==> config.mk <==
export PLATFORM = sky130hd
export DESIGN_NAME = prog_loader
export DESIGN_NICKNAME = d
export VERILOG_FILES = /design/src/rtl/prog_loader_pkg.sv /design/src/rtl/prog_loader.sv
export SDC_FILE = /design/constraint.sdc
export NUM_CORES = 1
export LEC_CHECK = 0
export ABC_CLOCK_PERIOD_IN_PS = 6500
export CORE_ASPECT_RATIO = 0.8
export CORE_MARGIN = 2
export CORE_UTILIZATION = 55
export CTS_CLUSTER_DIAMETER = 30
export DETAILED_ROUTE_END_ITERATION = 10
export PLACE_DENSITY = 0.9
export SLEW_MARGIN = 15
export SYNTH_ARGS = -nofsm -noshare
export SYNTH_HDL_FRONTEND = slang
export SYNTH_SLANG_ARGS = --single-unit
==> constraint.sdc <==
create_clock -name clk -period 6.5 [get_ports clk]
set_clock_uncertainty 0.2 [all_clocks]
set_input_delay 1.625 -clock clk [delete_from_list [all_inputs] [get_ports clk]]
set_output_delay 1.625 -clock clk [all_outputs]
set_load 0.02 [all_outputs]
==> src/rtl/prog_loader_pkg.sv <==
// Shared definitions for the boot-time program loader: state encoding and
// default geometry of the instruction ROM.
package prog_loader_pkg;

  localparam int DEF_ADDR_W    = 12;
  localparam int DEF_MAX_WORDS = 4096;
  localparam int HDR_BYTES     = 2;

  typedef enum logic [2:0] {
    S_IDLE,
    S_HDR_HI,
    S_HDR_LO,
    S_DATA_HI,
    S_DATA_LO,
    S_WRITE,
    S_DONE,
    S_ERROR
  } state_e;

endpackage

==> src/rtl/prog_loader.sv <==
// Receives a length-prefixed big-endian byte stream and writes it word by word
// into the instruction ROM, holding the CPU in reset until a load completes.
//
//   state     | meaning
//   ----------+----------------------------------------------------
//   IDLE      | no load since reset, CPU held in reset
//   HDR_HI    | waiting for length byte N[15:8]
//   HDR_LO    | waiting for length byte N[7:0], then range-check N
//   DATA_HI   | waiting for high byte of the current word
//   DATA_LO   | waiting for low byte of the current word
//   WRITE     | one-cycle ROM write of the assembled word
//   DONE      | load complete, CPU released
//   ERROR     | header rejected (N too large), CPU held in reset
module prog_loader
  import prog_loader_pkg::*;
#(
  parameter int ADDR_W    = DEF_ADDR_W,
  parameter int MAX_WORDS = DEF_MAX_WORDS
) (
  input  logic              clk,
  input  logic              rst,
  input  logic              start,
  input  logic              in_valid,
  input  logic [7:0]        in_data,
  output logic              in_ready,
  output logic [ADDR_W-1:0] rom_addr,
  output logic [15:0]       rom_din,
  output logic              rom_we,
  output logic              cpu_rst,
  output logic              busy,
  output logic              done,
  output logic              err,
  output logic [15:0]       word_count
);

  state_e              state_q, state_d;
  logic [7:0]          hi_q;
  logic [15:0]         index_q;
  logic [15:0]         word_count_q;
  logic [ADDR_W-1:0]   rom_addr_q;
  logic [15:0]         rom_din_q;
  logic                rom_we_q;
  logic                cpu_rst_q;

  logic                xfer;
  logic [15:0]         rx_word;
  logic                last_word;

  assign in_ready  = (state_q == S_HDR_HI)  || (state_q == S_HDR_LO) ||
                     (state_q == S_DATA_HI) || (state_q == S_DATA_LO);
  assign busy      = in_ready || (state_q == S_WRITE);
  assign done      = (state_q == S_DONE);
  assign err       = (state_q == S_ERROR);

  assign xfer      = in_valid && in_ready;
  assign rx_word   = {hi_q, in_data};
  assign last_word = (index_q == (word_count_q - 16'd1));

  always_comb begin
    state_d = state_q;
    case (state_q)
      S_IDLE, S_DONE, S_ERROR: if (start) state_d = S_HDR_HI;
      S_HDR_HI:  if (xfer) state_d = S_HDR_LO;
      S_HDR_LO: begin
        if (xfer) begin
          if (rx_word == 16'd0)                 state_d = S_DONE;
          else if (int'(rx_word) > MAX_WORDS)   state_d = S_ERROR;
          else                                  state_d = S_DATA_HI;
        end
      end
      S_DATA_HI: if (xfer) state_d = S_DATA_LO;
      S_DATA_LO: if (xfer) state_d = S_WRITE;
      S_WRITE:   state_d = last_word ? S_DONE : S_DATA_HI;
      default:   state_d = S_IDLE;
    endcase
  end

  always_ff @(posedge clk) begin
    if (rst) begin
      state_q      <= S_IDLE;
      hi_q         <= 8'd0;
      index_q      <= 16'd0;
      word_count_q <= 16'd0;
      rom_addr_q   <= '0;
      rom_din_q    <= 16'd0;
      rom_we_q     <= 1'b0;
      cpu_rst_q    <= 1'b1;
    end else begin
      state_q   <= state_d;
      cpu_rst_q <= (state_d != S_DONE);
      rom_we_q  <= 1'b0;
      case (state_q)
        S_IDLE, S_DONE, S_ERROR: if (start) index_q <= 16'd0;
        S_HDR_HI, S_DATA_HI:     if (xfer) hi_q <= in_data;
        S_HDR_LO:                if (xfer) word_count_q <= rx_word;
        // Write strobe, address and data are staged here so they are
        // registered and valid for exactly the WRITE cycle.
        S_DATA_LO: begin
          if (xfer) begin
            rom_we_q   <= 1'b1;
            rom_addr_q <= index_q[ADDR_W-1:0];
            rom_din_q  <= rx_word;
          end
        end
        S_WRITE:  if (!last_word) index_q <= index_q + 16'd1;
        default:  ;
      endcase
    end
  end

  assign rom_addr   = rom_addr_q;
  assign rom_din    = rom_din_q;
  assign rom_we     = rom_we_q;
  assign cpu_rst    = cpu_rst_q;
  assign word_count = word_count_q;

endmodule
== After elaboration in Yosys (flattened, before gate mapping) ==
Cells that the tools add are included.

* Register bits: 73
* Bits of input ports: 12
* Output and inout port bits: 50

* Add/sub/neg operators: 2
* $lt $le $gt $ge: 1
* Eq/ne operators: 11
* Mux-type cells: 13
* Bitwise logic cells: 1
* Reduce and logical (&&, ||, !) cells: 15

{| class="wikitable"
|+ Operators with widths
! kind !! count
|-
| $mux W16 || 2
|-
| $pmux W16 S2 || 1
|-
| $mux W3 || 8
|-
| $pmux W3 S6 || 1
|-
| $add A16 B1 Y16 const B || 1
|-
| $eq A16 B16 Y1 || 1
|-
| $gt A16 B13 Y1 const B || 1
|-
| $logic_not A16 Y1 || 1
|-
| $sub A16 B1 Y16 const B || 1
|-
| $eq A3 B3 Y1 const B || 4
|-
| $eq A3 B2 Y1 const B || 2
|-
| $reduce_and A2 Y1 || 3
|-
| $logic_or A1 B1 Y1 || 4
|-
| $ne A2 B2 Y1 const B || 2
|-
| $reduce_or A2 Y1 || 2
|-
| $eq A3 B1 Y1 const B || 1
|-
| $logic_not A3 Y1 || 1
|-
| $ne A3 B3 Y1 const B || 1
|-
| $reduce_and A3 Y1 || 1
|-
| $reduce_or A3 Y1 || 1
|-
| $reduce_bool A2 Y1 || 1
|-
| $logic_and A1 B1 Y1 || 1
|-
| $mux W1 || 1
|-
| $not A1 Y1 || 1
|}

== Logic depth before layout (Yosys ltp) ==
* Word-level depth: 8
* Depth in mapped cells: 11
* Gate-level depth less buffers: 10

== Worst setup path after synthesis ==
OpenSTA, ideal clock, no wires.

* Path type: input to register
* From: input port in_valid
* To: register rom_addr_q[5] (netlist: rom_addr[5])
* Setup time: 0.070 ns
* Arrival time: 2.971 ns
* Data required time: 6.230 ns
* Slack: 3.259 ns
* Cell stages on the path: 4
* Path buffers: 1
* Path through: nor4b_1 > clkbuf_1 > nand2_1 > a21oi_1

* Longest elaborated chain between the ends: 2

{| class="wikitable"
|+ RTL lines
! item !! line !! source
|-
| from (decl) || prog_loader.sv:23 || <nowiki>input logic in_valid,</nowiki>
|-
| $logic_and A1 B1 Y1 || prog_loader.sv:55 || <nowiki>assign xfer = in_valid && in_ready;</nowiki>
|-
| $reduce_and A2 Y1 (no source line) || n/a ||
|-
| to (signal assigned) || prog_loader.sv:101 || <nowiki>rom_addr_q <= index_q[ADDR_W-1:0];</nowiki>
|-
| to (decl) || prog_loader.sv:40 || <nowiki>logic [ADDR_W-1:0] rom_addr_q;</nowiki>
|}

Every way passes these cells.
A chain may end at the register's enable or synchronous reset.

== Worst setup path in the final report ==
* From: register state_q[1]
* To: output port busy

* Longest elaborated chain between the ends: 5
* Elaborated cells between the ends (all ways): 9
* Those cells by class: eq/ne: 5; reduce/logical: 4

{| class="wikitable"
|+ RTL lines
! item !! line !! source
|-
| from (decl) || prog_loader.sv:36 || <nowiki>state_e state_q, state_d;</nowiki>
|-
| from (signal assigned) || prog_loader.sv:89 || <nowiki>state_q <= state_d;</nowiki>
|-
| $eq A3 B1 Y1 / $eq A3 B2 Y1 (equally long branches) || prog_loader.sv:49 || <nowiki>assign in_ready = (state_q == S_HDR_HI) || (state_q == S_HDR_LO) ||</nowiki>
|-
| $logic_or A1 B1 Y1 (2 in a row) || prog_loader.sv:49 ||
|-
| $logic_or A1 B1 Y1 || prog_loader.sv:50 || <nowiki>(state_q == S_DATA_HI) || (state_q == S_DATA_LO);</nowiki>
|-
| $logic_or A1 B1 Y1 * || prog_loader.sv:51 || <nowiki>assign busy = in_ready || (state_q == S_WRITE);</nowiki>
|-
| to (decl) || prog_loader.sv:30 || <nowiki>output logic busy,</nowiki>
|}

Mark *: on every way between the ends. The rest lies on a longest branch, timed or not.

==> results.toml <==
[critical_path]
r2r_setup_slack_ps = 2700
r2r-start = "word_count[0]$_SDFFE_PP0P_"
worstPathArrival_ps = 2000
reg2reg_to = "index_q[11]$_SDFFE_PP0P_"
end_kind = "output pin"
critPathKind = "flip-flop to output pin"
critPathLaunchType = "flip-flop"
reg2reg_depth = 10
required_ps = 4680
cp_max_fo = 16

[power]
pwr-share-clk = 0.391
ir_worst_vdd_mv = 0.108
p_leak_uw = 0.00150
pwr-share-seq = 0.496
power_frac_comb = 0.112
swShare = 0.280
p_sw_uw = 263
p_int_uw = 678
power.density_nw_per_um2 = 216

[min_path]
min_path_cells = 2
hold_end = "rom_din[7]$_SDFFE_PP0P_"
hold_path_startpoint = "rom_din[7]$_SDFFE_PP0P_"
hold_path.class = "flip-flop to flip-flop"

[timing]
worst_pin_slew_ps = 996
grt_setup_unrepaired = "false"
final-hold-violation-count = 0
fmax_mhz = 262
drv_slew = 0
setup_viol = 0
finalCritPeriodShare = 0.588
maxSlewHeadroom = 0.334
final.setup.tns_ps = 0
min_period_ps = 3820

[synthesis]
yosys-top-cells-area = "dfxtp_1, nand2_1, a21oi_1"
synth.most_common_cell = "nand2_1"
synth-edff-count = 0
ys_ff_latch = 73
synth_cells = 458
yosysTopAreaCellShare = 0.412
synth_fp_nets = 472
synth_top_area_cell = "dfxtp_1"
yosysWarningCount = 0
avgSynthCellArea_um2 = 7.75
ys.flop_type = "dfxtp_1"
yosys-top-cells-count = "nand2_1, dfxtp_1, a21oi_1, nor2_1, clkbuf_1"
synthesis.area_um2 = 3550
yosysSeqAreaShare = 0.412
synth_cell_types = 50
synth_async_sr_flop_share = 0

[routing]
drtPass1Iterations = 7
routedWlPerCell_um = 16.0
vias_per_cell = 5.97
vias = 3531
drt_wl_total_um = 9480
drc = 0
drtIter0Drc = 439
final_antenna_net_count = 0

[layout]
finish.instance_area_um2 = 4350
multi_input_area_um2 = 1930
fill_cells = 505
regArea_um2 = 1460
drive_above_1_share = 0.0572
n_antenna_cell = 0
layout.nets = 516
syn_to_final_growth_pct = 22.6

[global_routing]
grt_use_total = 0.280
grt_pass1_vias = 3263
grt_pass1_wl_um = 15600
grt_start_max_net_pins = 59
overflow = 0
antenna_found_initial = 0

[cts]
clock-root-buffer = "clkbuf_8"
cts_buffers = 9
clkTransAtPathRegs_ps = 90
cts-htree-levels = 3
cts_tree = "done"
post_cts_resized = 0
clk_latency_ps = 360
cts_setup_buffers = 0
cts.sinks = 73
cts_max_path_buffers = 2
cts.hold.buffers_added = 0

[job]
drv_cap = 0

[die]
die_height_um = 75.9
dieArea_um2 = 7120
start_util = 0.562
coreArea_um2 = 6310
die_width_um = 93.8
io_pins = 62
rows = 26

[placed_design]
place.gp.congestion = 0.914
placed_area_um2 = 4150
place.detailed.hpwl_um = 6610
numPortBuffers = 61

[status]
status = "completed"
==> placed cells by master (no fill, tap or decap), types with 3 or more instances in the layout <==
cell type	n
a21oi_1	64
inv_1	9
or3_1	6
and2_1	3
nor2_1	28
nand3b_1	4
and3_1	6
xor2_1	6
dfxtp_1	73
nand2b_1	7
o31ai_1	6
nor3_1	10
o21ai_0	10
clkdlybuf4s50_1	60
nand3_1	9
nand4_1	8
nor4_1	8
mux2i_1	11
nor3b_1	3
a31oi_1	5
clkbuf_8	9
nand2_1	105
or4_1	7
xnor2_1	11
==> power groups by stage <==
stage	sequential (uW)	clock (uW)	combinational, uW
floorplan	473	0	75.0
global placement	477	0	99.4
detailed placement	477	0	103
CTS	466	368	104
global route	468	387	114
finish	467	368	105
==> registers in the layout, indices dropped and copies added, names as in the netlist <==
register and cells:
rom_we 1, cpu_rst 1, index_q 16, rom_addr 12
word_count 16, state_q 3, rom_din 16, hi_q 8
==> worst max path at each step <==
stage / from / endpoint
4_1_cts: state_q[1]$_SDFF_PP0_ / busy
3_5_place_dp: start / index_q[14]$_SDFFE_PP0P_
3_3_place_gp: start / index_q[14]$_SDFFE_PP0P_
6_report: state_q[1]$_SDFF_PP0_ / busy
2_1_floorplan: in_valid / rom_addr[5]$_SDFFE_PP0P_
5_1_grt: word_count[0]$_SDFFE_PP0P_ / index_q[2]$_SDFFE_PP0P_
==> kinds of logic (layout without fill, tap and decap cells) <==
kind of cell / count (synthesis) / after routing / share of synthesized area
adders and majority gates: 2 / 2 / 0.00705
muxes: 13 / 13 / 0.0374
buffers and inverters: 39 / 88 / 0.0458
AOI/OAI and AO/OA: 97 / 97 / 0.157
xor gates and xnor gates: 17 / 17 / 0.0419
and+or+nand+nor: 217 / 217 / 0.299
DFF: 73 / 73 / 0.412
==> routing by layer <==
metal  part of all wire  GRT usage  routed length (um)  up-vias
met5                  0          0                   0        -
met4              0.022     0.0853                 208        0
met3              0.086     0.0673                 812       28
met2               0.46      0.452                4380      189
met1               0.43      0.379                4080     1629
li1                   -          -                   -     1685
==> critical path: stages (launching register included) <==
cell,delay [ps]
dfxtp_1,630
nor3_1,140
a21o_1,210
inv_1,60
clkdlybuf4s50_1,590
==> through the flow <==
step | utilization | total power, uW | instances | hold slack, ps | setup slack [ps]
floorplan | - | 548 | 458 | 257 | 3260
global placement | 0.657 | 576 | 575 | 241 | 2770
detailed placement | 0.657 | 580 | 575 | 245 | 2670
CTS | 0.690 | 939 | 591 | 256 | 2700
global route | 0.690 | 970 | 591 | 278 | 2450
finish | 0.690 | 941 | 591 | 256 | 2680
==> layout make-up <==
cell class	count	share of cell area
clock buffers	9	0.0285
clock inverters	7	0.0181
inverters	10	0.00863
multi-input cells	346	0.444
flip-flops and latches	73	0.336
well taps	84	0.0242
repair buffers	62	0.141
Power figures use the tool's default switching activity.
